--- src/rtl/apb_master_bridge_if.sv ---
// Command/response streams and APB bus signals of apb_master_bridge.
// The master modport is the bridge side; the slave modport is its environment.
interface apb_master_bridge_if #(
    parameter int ADDR_W = 32,
    parameter int DATA_W = 32
) ();
    logic              cmd_valid;
    logic              cmd_ready;
    logic [ADDR_W-1:0] cmd_addr;
    logic              cmd_write;
    logic [DATA_W-1:0] cmd_wdata;
    logic              rsp_valid;
    logic              rsp_ready;
    logic [DATA_W-1:0] rsp_rdata;
    logic              rsp_err;
    logic              rsp_timeout;
    logic              PSEL;
    logic              PENABLE;
    logic              PWRITE;
    logic [ADDR_W-1:0] PADDR;
    logic [DATA_W-1:0] PWDATA;
    logic [DATA_W-1:0] PRDATA;
    logic              PREADY;
    logic              PSLVERR;

    modport master (
        input  cmd_valid, cmd_addr, cmd_write, cmd_wdata, rsp_ready,
               PRDATA, PREADY, PSLVERR,
        output cmd_ready, rsp_valid, rsp_rdata, rsp_err, rsp_timeout,
               PSEL, PENABLE, PWRITE, PADDR, PWDATA
    );

    modport slave (
        output cmd_valid, cmd_addr, cmd_write, cmd_wdata, rsp_ready,
               PRDATA, PREADY, PSLVERR,
        input  cmd_ready, rsp_valid, rsp_rdata, rsp_err, rsp_timeout,
               PSEL, PENABLE, PWRITE, PADDR, PWDATA
    );
endinterface

--- src/rtl/apb_master_bridge.sv ---
// Single-outstanding APB master: valid/ready command in, APB SETUP/ACCESS out,
// valid/ready response back, with wait states, PREADY timeout and misalignment rejection.
module apb_master_bridge #(
    parameter int ADDR_W  = 32,
    parameter int DATA_W  = 32,
    parameter int TIMEOUT = 16
) (
    input logic                 PCLK,
    input logic                 PRESETn,
    apb_master_bridge_if.master bus
);
    localparam int CNT_W = (TIMEOUT > 0) ? $clog2(TIMEOUT + 1) : 1;
    localparam logic [CNT_W-1:0] TMO_LIMIT = CNT_W'(TIMEOUT);

    typedef enum logic [1:0] {IDLE, SETUP, ACCESS, RESP} state_t;

    state_t            r_state;
    state_t            w_next;
    logic [ADDR_W-1:0] r_addr;
    logic              r_write;
    logic [DATA_W-1:0] r_wdata;
    logic [DATA_W-1:0] r_rdata;
    logic              r_err;
    logic              r_tmo;
    logic [CNT_W-1:0]  r_cnt;
    logic              w_accept;
    logic              w_misalign;
    logic              w_abort;

    always_comb begin
        w_accept   = (r_state == IDLE) && bus.cmd_valid;
        w_misalign = (bus.cmd_addr[1:0] != 2'b00);
        // PREADY takes priority over an expiring counter in the same cycle
        w_abort    = (r_state == ACCESS) && !bus.PREADY && (TIMEOUT != 0) && (r_cnt == TMO_LIMIT);
    end

    always_ff @(posedge PCLK or negedge PRESETn) begin
        if (!PRESETn) r_state <= IDLE;
        else          r_state <= w_next;
    end

    always_comb begin
        w_next = r_state;
        case (r_state)
            IDLE:    if (w_accept) w_next = w_misalign ? RESP : SETUP;
            SETUP:   w_next = ACCESS;
            ACCESS:  if (bus.PREADY || w_abort) w_next = RESP;
            RESP:    if (bus.rsp_ready) w_next = IDLE;
            default: w_next = IDLE;
        endcase
    end

    always_ff @(posedge PCLK or negedge PRESETn) begin
        if (!PRESETn) begin
            r_addr  <= '0;
            r_write <= 1'b0;
            r_wdata <= '0;
            r_rdata <= '0;
            r_err   <= 1'b0;
            r_tmo   <= 1'b0;
            r_cnt   <= '0;
        end else begin
            if (w_accept && !w_misalign) begin
                r_addr  <= bus.cmd_addr;
                r_write <= bus.cmd_write;
                r_wdata <= bus.cmd_wdata;
                r_cnt   <= '0;
            end
            if (w_accept && w_misalign) begin
                r_rdata <= '0;
                r_err   <= 1'b1;
                r_tmo   <= 1'b0;
            end
            if (r_state == ACCESS) begin
                if (bus.PREADY) begin
                    r_rdata <= r_write ? '0 : bus.PRDATA;
                    r_err   <= bus.PSLVERR;
                    r_tmo   <= 1'b0;
                end else if (w_abort) begin
                    r_rdata <= '0;
                    r_err   <= 1'b1;
                    r_tmo   <= 1'b1;
                end else begin
                    r_cnt <= r_cnt + 1'b1;
                end
            end
            if (r_state == RESP && bus.rsp_ready) begin
                r_rdata <= '0;
                r_err   <= 1'b0;
                r_tmo   <= 1'b0;
            end
        end
    end

    always_comb begin
        bus.cmd_ready   = (r_state == IDLE);
        bus.PSEL        = (r_state == SETUP) || (r_state == ACCESS);
        bus.PENABLE     = (r_state == ACCESS);
        bus.PADDR       = r_addr;
        bus.PWRITE      = r_write;
        bus.PWDATA      = r_wdata;
        bus.rsp_valid   = (r_state == RESP);
        bus.rsp_rdata   = r_rdata;
        bus.rsp_err     = r_err;
        bus.rsp_timeout = r_tmo;
    end
endmodule

--- src/flat_wrapper.sv ---
// flat-port wrapper written by rule: the top's interface ports become plain ports
module apb_master_bridge_flat 
#(
    parameter int ADDR_W  = 32,
    parameter int DATA_W  = 32,
    parameter int TIMEOUT = 16
)
  (PCLK, PRESETn, bus_cmd_valid, bus_cmd_addr, bus_cmd_write, bus_cmd_wdata, bus_rsp_ready, bus_PRDATA, bus_PREADY, bus_PSLVERR, bus_cmd_ready, bus_rsp_valid, bus_rsp_rdata, bus_rsp_err, bus_rsp_timeout, bus_PSEL, bus_PENABLE, bus_PWRITE, bus_PADDR, bus_PWDATA);
  apb_master_bridge_if #(.ADDR_W(ADDR_W), .DATA_W(DATA_W)) bus_i ();
  input logic PCLK;
  input logic PRESETn;
  input wire logic [$bits(bus_i.cmd_valid)-1:0] bus_cmd_valid;
  input wire logic [$bits(bus_i.cmd_addr)-1:0] bus_cmd_addr;
  input wire logic [$bits(bus_i.cmd_write)-1:0] bus_cmd_write;
  input wire logic [$bits(bus_i.cmd_wdata)-1:0] bus_cmd_wdata;
  input wire logic [$bits(bus_i.rsp_ready)-1:0] bus_rsp_ready;
  input wire logic [$bits(bus_i.PRDATA)-1:0] bus_PRDATA;
  input wire logic [$bits(bus_i.PREADY)-1:0] bus_PREADY;
  input wire logic [$bits(bus_i.PSLVERR)-1:0] bus_PSLVERR;
  output wire logic [$bits(bus_i.cmd_ready)-1:0] bus_cmd_ready;
  output wire logic [$bits(bus_i.rsp_valid)-1:0] bus_rsp_valid;
  output wire logic [$bits(bus_i.rsp_rdata)-1:0] bus_rsp_rdata;
  output wire logic [$bits(bus_i.rsp_err)-1:0] bus_rsp_err;
  output wire logic [$bits(bus_i.rsp_timeout)-1:0] bus_rsp_timeout;
  output wire logic [$bits(bus_i.PSEL)-1:0] bus_PSEL;
  output wire logic [$bits(bus_i.PENABLE)-1:0] bus_PENABLE;
  output wire logic [$bits(bus_i.PWRITE)-1:0] bus_PWRITE;
  output wire logic [$bits(bus_i.PADDR)-1:0] bus_PADDR;
  output wire logic [$bits(bus_i.PWDATA)-1:0] bus_PWDATA;
  assign bus_i.cmd_valid = bus_cmd_valid;
  assign bus_i.cmd_addr = bus_cmd_addr;
  assign bus_i.cmd_write = bus_cmd_write;
  assign bus_i.cmd_wdata = bus_cmd_wdata;
  assign bus_i.rsp_ready = bus_rsp_ready;
  assign bus_i.PRDATA = bus_PRDATA;
  assign bus_i.PREADY = bus_PREADY;
  assign bus_i.PSLVERR = bus_PSLVERR;
  assign bus_cmd_ready = bus_i.cmd_ready;
  assign bus_rsp_valid = bus_i.rsp_valid;
  assign bus_rsp_rdata = bus_i.rsp_rdata;
  assign bus_rsp_err = bus_i.rsp_err;
  assign bus_rsp_timeout = bus_i.rsp_timeout;
  assign bus_PSEL = bus_i.PSEL;
  assign bus_PENABLE = bus_i.PENABLE;
  assign bus_PWRITE = bus_i.PWRITE;
  assign bus_PADDR = bus_i.PADDR;
  assign bus_PWDATA = bus_i.PWDATA;
  apb_master_bridge #(.ADDR_W(ADDR_W), .DATA_W(DATA_W), .TIMEOUT(TIMEOUT)) u_core (.PCLK(PCLK), .PRESETn(PRESETn), .bus(bus_i));
endmodule
--- config.mk ---
export PLATFORM = sky130hd
export DESIGN_NAME = apb_master_bridge_flat
export DESIGN_NICKNAME = d
export VERILOG_FILES = /design/src/rtl/apb_master_bridge_if.sv /design/src/rtl/apb_master_bridge.sv /design/src/flat_wrapper.sv
export SDC_FILE = /design/constraint.sdc
export NUM_CORES = 1
export LEC_CHECK = 0
export CORE_UTILIZATION = 25
export CTS_BUF_LIST = sky130_fd_sc_hd__clkbuf_16
export CTS_CLUSTER_SIZE = 16
export DETAILED_ROUTE_END_ITERATION = 10
export PLACE_DENSITY_LB_ADDON = 0.3
export SYNTH_ARGS = -nofsm -noshare
export SYNTH_HDL_FRONTEND = slang
export SYNTH_SLANG_ARGS = --single-unit
--- constraint.sdc ---
create_clock -name PCLK -period 1.8 [get_ports PCLK]
set_input_delay 0.27 -clock PCLK [delete_from_list [all_inputs] [get_ports PCLK]]
set_output_delay 0.27 -clock PCLK [all_outputs]
set_load 0.03 [all_outputs]
Word level (Yosys, flattened, before mapping)
Index checks and enable logic that the tools add are counted.
{"block": "word_totals", "romBits": 0, "in_bits": 103, "output_inout_bits": 103, "ff_bits": 106, "word_cells": 54, "latch_bits": 0, "n_memories": 0, "mem_bits_rw": 0}
{"block": "classes", "bitwise_logic": 0, "eq_ne": 7, "addsub": 1, "muxes": 25, "n_div": 0, "reduce_logical": 13, "multipliers": 0, "n_lt_le_gt_ge": 0, "shifts": 0}
{"op": "32-bit two-way mux", "n": 6}
{"op": "5-bit two-way mux", "n": 4}
{"op": "1-bit two-way mux", "n": 10}
{"op": "2-bit two-way mux", "n": 4}
{"op": "2-bit case mux with 4 select lines", "n": 1}
{"op": "1-bit logical AND", "n": 6}
{"op": "5-bit by 1-bit adder with 5-bit output (second input constant)", "n": 1}
{"op": "5-bit == test (second input constant)", "n": 1}
{"op": "2-bit == test (second input constant)", "n": 2}
{"op": "2-bit by 1-bit != test with 1-bit output (second input constant)", "n": 2}
{"op": "3-bit AND reduction", "n": 1}
{"op": "2-bit by 1-bit == test with 1-bit output (second input constant)", "n": 1}
{"op": "1-bit logical NOT", "n": 2}
{"op": "2-bit logical NOT", "n": 1}
{"op": "1-bit logical OR", "n": 2}
{"op": "2-bit != test (second input constant)", "n": 1}
{"op": "2-bit nonzero test", "n": 1}

Logic depth before layout (Yosys ltp)
Gate-level depths: netlist of run 1.
{"block": "depth", "ltp_word": 8, "ltp_mapped": 6, "depth_no_buf": 5}

Least setup slack after synthesis of run 1
OpenSTA, ideal clock, no wires.
{"block": "synth_timing", "path_kind": "flip-flop to flip-flop", "start": "reg u_core.r_state[0]", "end": "reg u_core.r_addr[23] (netlist: u_core.bus.PADDR[23])", "setup_ns": 0.125, "n_path_buf": 2, "arrival_time_ns": 1.760, "synth_period_minus_slack_ns": 1.885, "path_slack_ns": -0.085, "stages_incl_launch_ff": 7, "required_ns": 1.675, "cell_sequence": "dfrtp_1 -> inv_1 -> ha_1 -> and4bb_2 -> buf_6 -> buf_6 -> mux2_2"}
{"block": "synth_via", "elab_chain_cells": 3}
{"item": "start, declared", "line": "apb_master_bridge.sv:17", "source": "state_t r_state;"}
{"item": "start signal, assigned", "line": "apb_master_bridge.sv:39", "source": "else r_state <= w_next;"}
{"item": "2-bit logical NOT"}
{"item": "net bus_cmd_ready", "line": "flat_wrapper.sv:20", "source": "output wire logic [$bits(bus_i.cmd_ready)-1:0] bus_cmd_ready;"}
{"item": "1-bit logical AND", "line": "apb_master_bridge.sv:31", "source": "w_accept = (r_state == IDLE) && bus.cmd_valid;"}
{"item": "1-bit logical AND", "line": "apb_master_bridge.sv:63", "source": "if (w_accept && !w_misalign) begin"}
{"item": "end signal, assigned", "line": "apb_master_bridge.sv:64", "source": "r_addr <= bus.cmd_addr;"}
{"item": "end, declared", "line": "apb_master_bridge.sv:19", "source": "logic [ADDR_W-1:0] r_addr;"}
The timed path passes the listed nets, and every way through them passes these cells.
A chain may end at the register's enable or synchronous reset.

Worst setup path after layout of run 1
{"block": "layout_timing", "start": "reg u_core.r_state[1]", "end": "reg u_core.r_addr[8] (netlist: u_core.bus.PADDR[8])"}
{"block": "layout_via", "elab_chain_cells": 3}
{"item": "2-bit logical NOT", "line": "apb_master_bridge.sv:31"}
{"item": "1-bit logical AND", "line": "apb_master_bridge.sv:31"}
{"item": "1-bit logical AND", "line": "apb_master_bridge.sv:63"}
No other way between the ends.

==> flow_summary.ini, run 1 <==
[run_status]
status = complete, but fails checks
violations = hold timing

[floorplanning]
io_pins = 206
start_util = 0.259
die_w_um = 131
die_h_um = 131
placementRows = 46
core_area_um2 = 16100
dieArea_um2 = 17200

[clock_tree]
h-tree-depth = 3
clock_sinks = 106
cts_inserted_buffers = 9
cts_max_path_buffers = 2
insertion_delay_ns = 0.35
clk_pin_slew_worst_paths_ns = 0.08
tritoncts = yes
clock-root-buffer = clkbuf_16
cts_hold_buf = 0

[detailed_routing]
wl_met2_mm = 5.71
drc = 0
wl_met1_mm = 4.77
wl_per_cell_um = 16.2
vias_per_cell = 4.42
vias = 3210
top_layer = met4
final_antenna_net_count = 0
drtPass1Iterations = 4
routed_wl_mm = 11.8
met3_length_mm = 1.03
drt_iter0_markers = 57

[power]
power_density_nw_per_um2 = 1910
vdd_ir_drop_max_mv = 0.899
leakage_nw = 3.05

[place]
place.gp.congestion = 0.724
numPortBuffers = 205
dp_hpwl_mm = 8.02

[worst_setup_path]
crit_chain = buf_4, inv_4, ha_4, and4bb_4, buf_6, buf_6, buf_8, mux2_2
critPathRequiredTime_ns = 2.04
cp_max_fo = 6
cp.arrival_ns = 1.99
setup.worst_path.start_class = flip-flop
path_class = reg2reg
crit_path_top_delay_cell = dfrtp_1
end_kind = flip-flop
cp_common_cell = buf_6
cp_slowest_stage_delay_ns = 0.38

[grt]
grt_max_degree = 107
grt_pass1_vias = 3559
track_usage = 0.144
grt_pass1_wl_mm = 19.2
antenna_found_initial = 0
grt_overflow = 0

[timing]
worst_pin_slew_ns = 0.593
whs_ns = -0.0281
timing.final.crit_share = 0.973
relSlewSlack = 0.605
clock_skew_ns = 0.00961
max_freq_ghz = 0.571
maxSlewViolCount = 0
setup_viol = 0
min_period_ns = 1.75
rsz0062_at_grt = yes
fin_setup_tns_ns = 0
hold_viol_final = 33

[logic_synthesis]
syn-num-nets = 374
async_flop_share = 1.00
syn_area_per_cell_um2 = 15.7
ys_types = 27
yosysTopAreaCell = dfrtp_1
syn-cell-area_um2 = 4170
synthFlopType = dfrtp_1
ys_ff_latch = 106
ys_top_cells_by_area = dfrtp_1 64%, mux2_2 18%, a22o_1 7.1%, buf_6 1.9%, ha_1 1.8%
yosys.area_share.simple = 0.0357
synth_compound_area_frac = 0.0972
yosys.area_share.adder = 0.0180
netlist_top_cells_count = 106 x dfrtp_1, 65 x mux2_2, 34 x a22o_1
syn_inst = 265
synth_seq_area_share = 0.636
synth-edff-count = 0
synth_top_family_by_area = multiplexers
synth.area.mux_share = 0.178
synth-xor-area-share = 0.00420
yosys.area.top_type_share = 0.636
yosys_warnings = 0
synth_most_common_cell = dfrtp_1

[finish]
drive_gt1_frac = 0.263
finish.net_count = 614
area_growth_pct = 71.5
diodes = 0

[min_path]
min_path_type = in2async

[run]
cap_violations = 0
report_power, final:
part / switching (mW) / internal, mW / leakage [nW]
Sequential: 0.685 / 3.54 / 1.35
Clock: 0.992 / 0.997 / 0.150
Combinational: 3.88 / 3.60 / 1.55
Total: 5.56 / 8.13 / 3.05
worst paths after layout:
kind                       cells after the start  slack (ns)                               to                            start
max                                            8        0.05  u_core.bus.PADDR[8]$_DFFE_PN0P_    u_core.r_state[1]$_DFFE_PN0P_
min                                            2       -0.03  u_core.bus.PADDR[0]$_DFFE_PN0P_                          PRESETn
max reg2reg                                    8        0.05  u_core.bus.PADDR[8]$_DFFE_PN0P_    u_core.r_state[1]$_DFFE_PN0P_
min reg2reg                                    1        0.50  u_core.bus.PADDR[1]$_DFFE_PN0P_  u_core.bus.PADDR[1]$_DFFE_PN0P_
max in group asynchronous                      2        1.36    u_core.bus.PWRITE$_DFFE_PN0P_                          PRESETn
min in group PCLK                              1        0.50  u_core.bus.PADDR[1]$_DFFE_PN0P_  u_core.bus.PADDR[1]$_DFFE_PN0P_
stage by stage:
stage / cell area (um2) / power, mW / setup WS, ns / instances / utilization
CTS: 7170 / 13.9 / 0.00102 / 726 / 0.445
global placement: 6620 / 11.4 / -0.458 / 694 / 0.411
floorplan: 4180 / 8.23 / 0.0193 / 265 / -
global route: 7160 / 14.4 / -0.0154 / 726 / 0.444
detailed placement: 6620 / 11.6 / -0.538 / 694 / 0.411
finish: 7160 / 13.7 / 0.0479 / 726 / 0.444
layout by cell type, fill, tap and decap left out, drive strengths merged:
master         count
a22o              34
o221a              1
mux2i              1
o31ai              1
o211a              1
nand3              3
dfrtp            106
a32oi              1
a22oi              1
nor3b              2
clkbuf             9
inv               12
nand4bb            1
clkdlybuf4s15      1
nand2              2
buf               40
xnor2              2
nor4b              1
a21oi              3
nor2               4
clkinv             1
nor2b              4
nand2b             2
ha                 6
clkdlybuf4s50    199
a221o              1
o221ai             1
mux2              65
dlygate4sd2        1
and4bb             2
o211ai             2
cell families (layout without fill, tap and decap cells):
| logic type | after synthesis | count (layout) |
|---|---|---|
| muxes | 66 | 66 |
| xor gates and xnor gates | 2 | 2 |
| and+or+nand+nor | 20 | 21 |
| adders and majority gates | 6 | 6 |
| buffers and inverters | 19 | 263 |
| AOI/OAI and AO/OA | 46 | 46 |
| DFF | 106 | 106 |
metal layers:
metal | global-route usage | vias to the layer above
met5 | 0 | -
met4 | 0.0673 | 0
met3 | 0.0498 | 18
met2 | 0.238 | 149
met1 | 0.167 | 1583
li1 | - | 1460
state kept, by name, indices dropped and copies added, names as in the netlist:
| register | flops |
|---|---|
| u_core.bus.PADDR | 32 |
| u_core.bus.rsp_rdata | 32 |
| u_core.r_state | 2 |
| u_core.r_cnt | 5 |
| u_core.bus.rsp_err | 1 |
| u_core.bus.rsp_timeout | 1 |
| u_core.bus.PWRITE | 1 |
| u_core.bus.PWDATA | 32 |
cell type report:
type / count / area (um2)
Inverter: 6 / 25.0
Sequential cell: 106 / 2650
Timing Repair Buffer: 241 / 2470
Tap cell: 216 / 270
Clock inverter: 7 / 73.8
Clock buffer: 9 / 225
Multi-Input combinational cell: 141 / 1440
Fill cell: 1484 / 8960
worst max-delay path, delay by kind of cell (launching register included):
kind          cells  cell delay [ns]
buf+inv           5             0.55
flops             1             0.38
mux               1             0.34
simple gates      1             0.26
fa+ha+maj         1             0.12
what timing repair did:
item,4_1_cts,5_1_grt
setup buffers,12,1
gates cloned,4,0
setup endpoints to repair,95,53
pin swaps,2,0
gates resized for setup,19,6
(Power assumes the default switching activity.)
==> run 2: changes to the inputs <==
Settings changed: CTS_CLUSTER_DIAMETER from default to 200.
==> results of run 2 <==
The final DEF is identical to that of run 1; final timing and power are the same.
==> run 3: changes to the inputs <==
Settings changed: ABC_AREA from default to 1.
==> run 3 against run 2 <==
Sequential share of layout area increased by 0.24 points; die area increased by 5.0%; critical path depth increased by 1; via count increased by 24%; largest cell class unchanged; the run still ends with hold timing left; largest power group unchanged; design area decreased by 0.65%; combinational power decreased by 5.1%; routed wire length increased by 2.3%; utilization decreased by 3.2 points; maximum frequency increased by 3.7%; sequential cell count unchanged; setup slack improved by 0.062 ns.
==> flow_summary.ini, run 3 <==
[logic_synthesis]
ys_types = 22
syn_inst = 493
ys_top_cells_by_area = dfrtp_1 61%, nand2_1 20%, nand3_1 4.8%, a21oi_1 3.9%, buf_6 1.8%
ys_ff_latch = 106
netlist_top_cells_count = 239 x nand2_1, 106 x dfrtp_1, 42 x nand3_1
syn-cell-area_um2 = 4380
syn-num-nets = 602
yosys.area.top_type_share = 0.605
yosys_warnings = 0
synth-edff-count = 0
syn_area_per_cell_um2 = 8.89
async_flop_share = 1.00
yosysTopAreaCell = dfrtp_1
synth_seq_area_share = 0.605
synth_most_common_cell = nand2_1
synthFlopType = dfrtp_1

[floorplanning]
io_pins = 206
core_area_um2 = 17200
dieArea_um2 = 18100
placementRows = 48
start_util = 0.254
die_h_um = 134
die_w_um = 134

[finish]
diodes = 0
stdcell_area_um2 = 7110
final_util = 0.413
area_growth_pct = 62.3
layout_common_cells = 239 x nand2_1, 199 x clkdlybuf4s50_1, 106 x dfrtp_1
final_common_cell = nand2_1
final_cell_count_no_fill = 928
drive_gt1_frac = 0.0569
finish.net_count = 807

[clock_tree]
clock_sinks = 106
tritoncts = yes
cts_max_path_buffers = 2
clock-root-buffer = clkbuf_16
insertion_delay_ns = 0.35
h-tree-depth = 3
clk_pin_slew_worst_paths_ns = 0.07
cts_inserted_buffers = 9

[worst_setup_path]
critPathRequiredTime_ns = 2.01
crit_buf_inv = 4
worst-path-stages = 9
crit_path_top_delay_cell = dfrtp_1
cp_max_fo = 6
path_class = reg2reg
setup.worst_path.start_class = flip-flop
crit_chain = inv_1, ha_1, nand2_1, nor3_4, buf_4, clkinv_4, buf_12, nand3_1, o21ai_0
reg2regPathDepth = 9
cp_slowest_stage_delay_ns = 0.40
cp.arrival_ns = 1.90
path_delay_family = buffers and inverters
end_kind = flip-flop

[place]
place_ws_ns = 0.0167
dp.cells = 909
place_area_um2 = 6750
numPortBuffers = 205
place.gp.congestion = 0.735
dp_hpwl_mm = 8.60

[power]
leakage_nw = 3.31
power_density_nw_per_um2 = 1900
vdd_ir_drop_max_mv = 1.03
fin_total_pwr_mw = 13.5

[run]
cap_violations = 0

[grt]
grt_max_degree = 107
grt_pass1_wl_mm = 19.2
grt_pass1_vias = 3963
antenna_found_initial = 0
track_usage = 0.136
grt_overflow = 0

[run_status]
status = complete, but fails checks
violations = hold timing

[detailed_routing]
drt_iter0_markers = 160
vias_per_cell = 4.30
drc = 0
routed_wl_mm = 12.1
wl_per_cell_um = 13.0
vias = 3986
drtPass1Iterations = 4
final_antenna_net_count = 0

[timing]
whs_ns = -0.0122
fin_setup_tns_ns = 0
relSlewSlack = 0.619
min_period_ns = 1.69
maxSlewViolCount = 0
clock_skew_ns = 0.00718
hold_viol_final = 8
fin_ws_ns = 0.110
max_freq_ghz = 0.592
timing.final.crit_share = 0.939
setup_viol = 0
worst_pin_slew_ns = 0.571

[min_path]
min_path_type = in2async
run 3: changes by cell type after synthesis, moves of 4 or more:
cell	before	now
nand2_1	2	239
mux2_2	65	0
nand3_1	3	42
a22o_1	34	0
a21oi_1	3	34
inv_1	6	15
buf_4	0	6
clkbuf_1	0	6
nor2_1	4	9
o21ai_0	0	5
nor2b_1	4	0
run 3: worst reg2reg max path, cell delays in order, from the launching register on:
cell and delay, ns:
dfrtp_1 0.40, inv_1 0.11, ha_1 0.21, nand2_1 0.13, nor3_4 0.19, buf_4 0.16, clkinv_4 0.08, buf_12 0.14
nand3_1 0.05, o21ai_0 0.09
run 3: report_power, final:
part | leakage (nW) | internal, mW | switching, mW
combinational | 1.79 | 3.00 | 4.10
clock | 0.158 | 1.22 | 0.902
sequential | 1.36 | 3.55 | 0.709
total | 3.31 | 7.78 | 5.72
run 3: worst paths after layout:
check,start,endpoint,slack [ns]
worst max register to register,u_core.r_state[0]$_DFFE_PN0P_,u_core.r_cnt[2]$_DFF_PN0_,0.11
worst min-delay path,PRESETn,u_core.bus.PADDR[0]$_DFFE_PN0P_,-0.01
min in group PCLK,bus_cmd_wdata[15],u_core.bus.PWDATA[15]$_DFFE_PN0P_,0.45
worst max-delay path,u_core.r_state[0]$_DFFE_PN0P_,u_core.r_cnt[2]$_DFF_PN0_,0.11
worst min register to register,u_core.bus.PADDR[27]$_DFFE_PN0P_,u_core.bus.PADDR[27]$_DFFE_PN0P_,0.47
max in group asynchronous,PRESETn,u_core.bus.PADDR[18]$_DFFE_PN0P_,1.39
run 3: kinds of logic after synthesis:
kind of cell / after synthesis / synth area share
DFF: 106 / 0.605
xor gates and xnor gates: 2 / 0.00400
adders and majority gates: 6 / 0.0171
AOI/OAI and AO/OA: 40 / 0.0460
buffers and inverters: 44 / 0.0571
and+or+nand+nor: 295 / 0.271
run 3: area by class of cell:
type                    instances  area (um2)
clock buffers                   9         225
clock inverters                 7        91.3
fillers                      1670       10100
inverters                      17        68.8
multi-input cells             343        1490
flip-flops and latches        106        2650
well taps                     225         282
repair buffers                221        2310
run 3: timing repair:
| item | in CTS | in global routing |
|---|---|---|
| buffers inserted | 0 | 3 |
| pin swaps | 0 | 1 |
| endpoints found under the setup margin | 2 | 42 |
| hold buffers | 0 | 0 |
| gates cloned | 0 | 0 |
| gates resized for setup | 2 | 7 |
run 3: per-layer routing:
metal / routed length (um) / vias to the layer above / global-route usage
li1: - / 1948 / -
met1: 5080 / 1867 / 0.163
met2: 5860 / 151 / 0.226
met3: 839 / 20 / 0.0385
met4: 276 / 0 / 0.0643
met5: 0 / - / 0
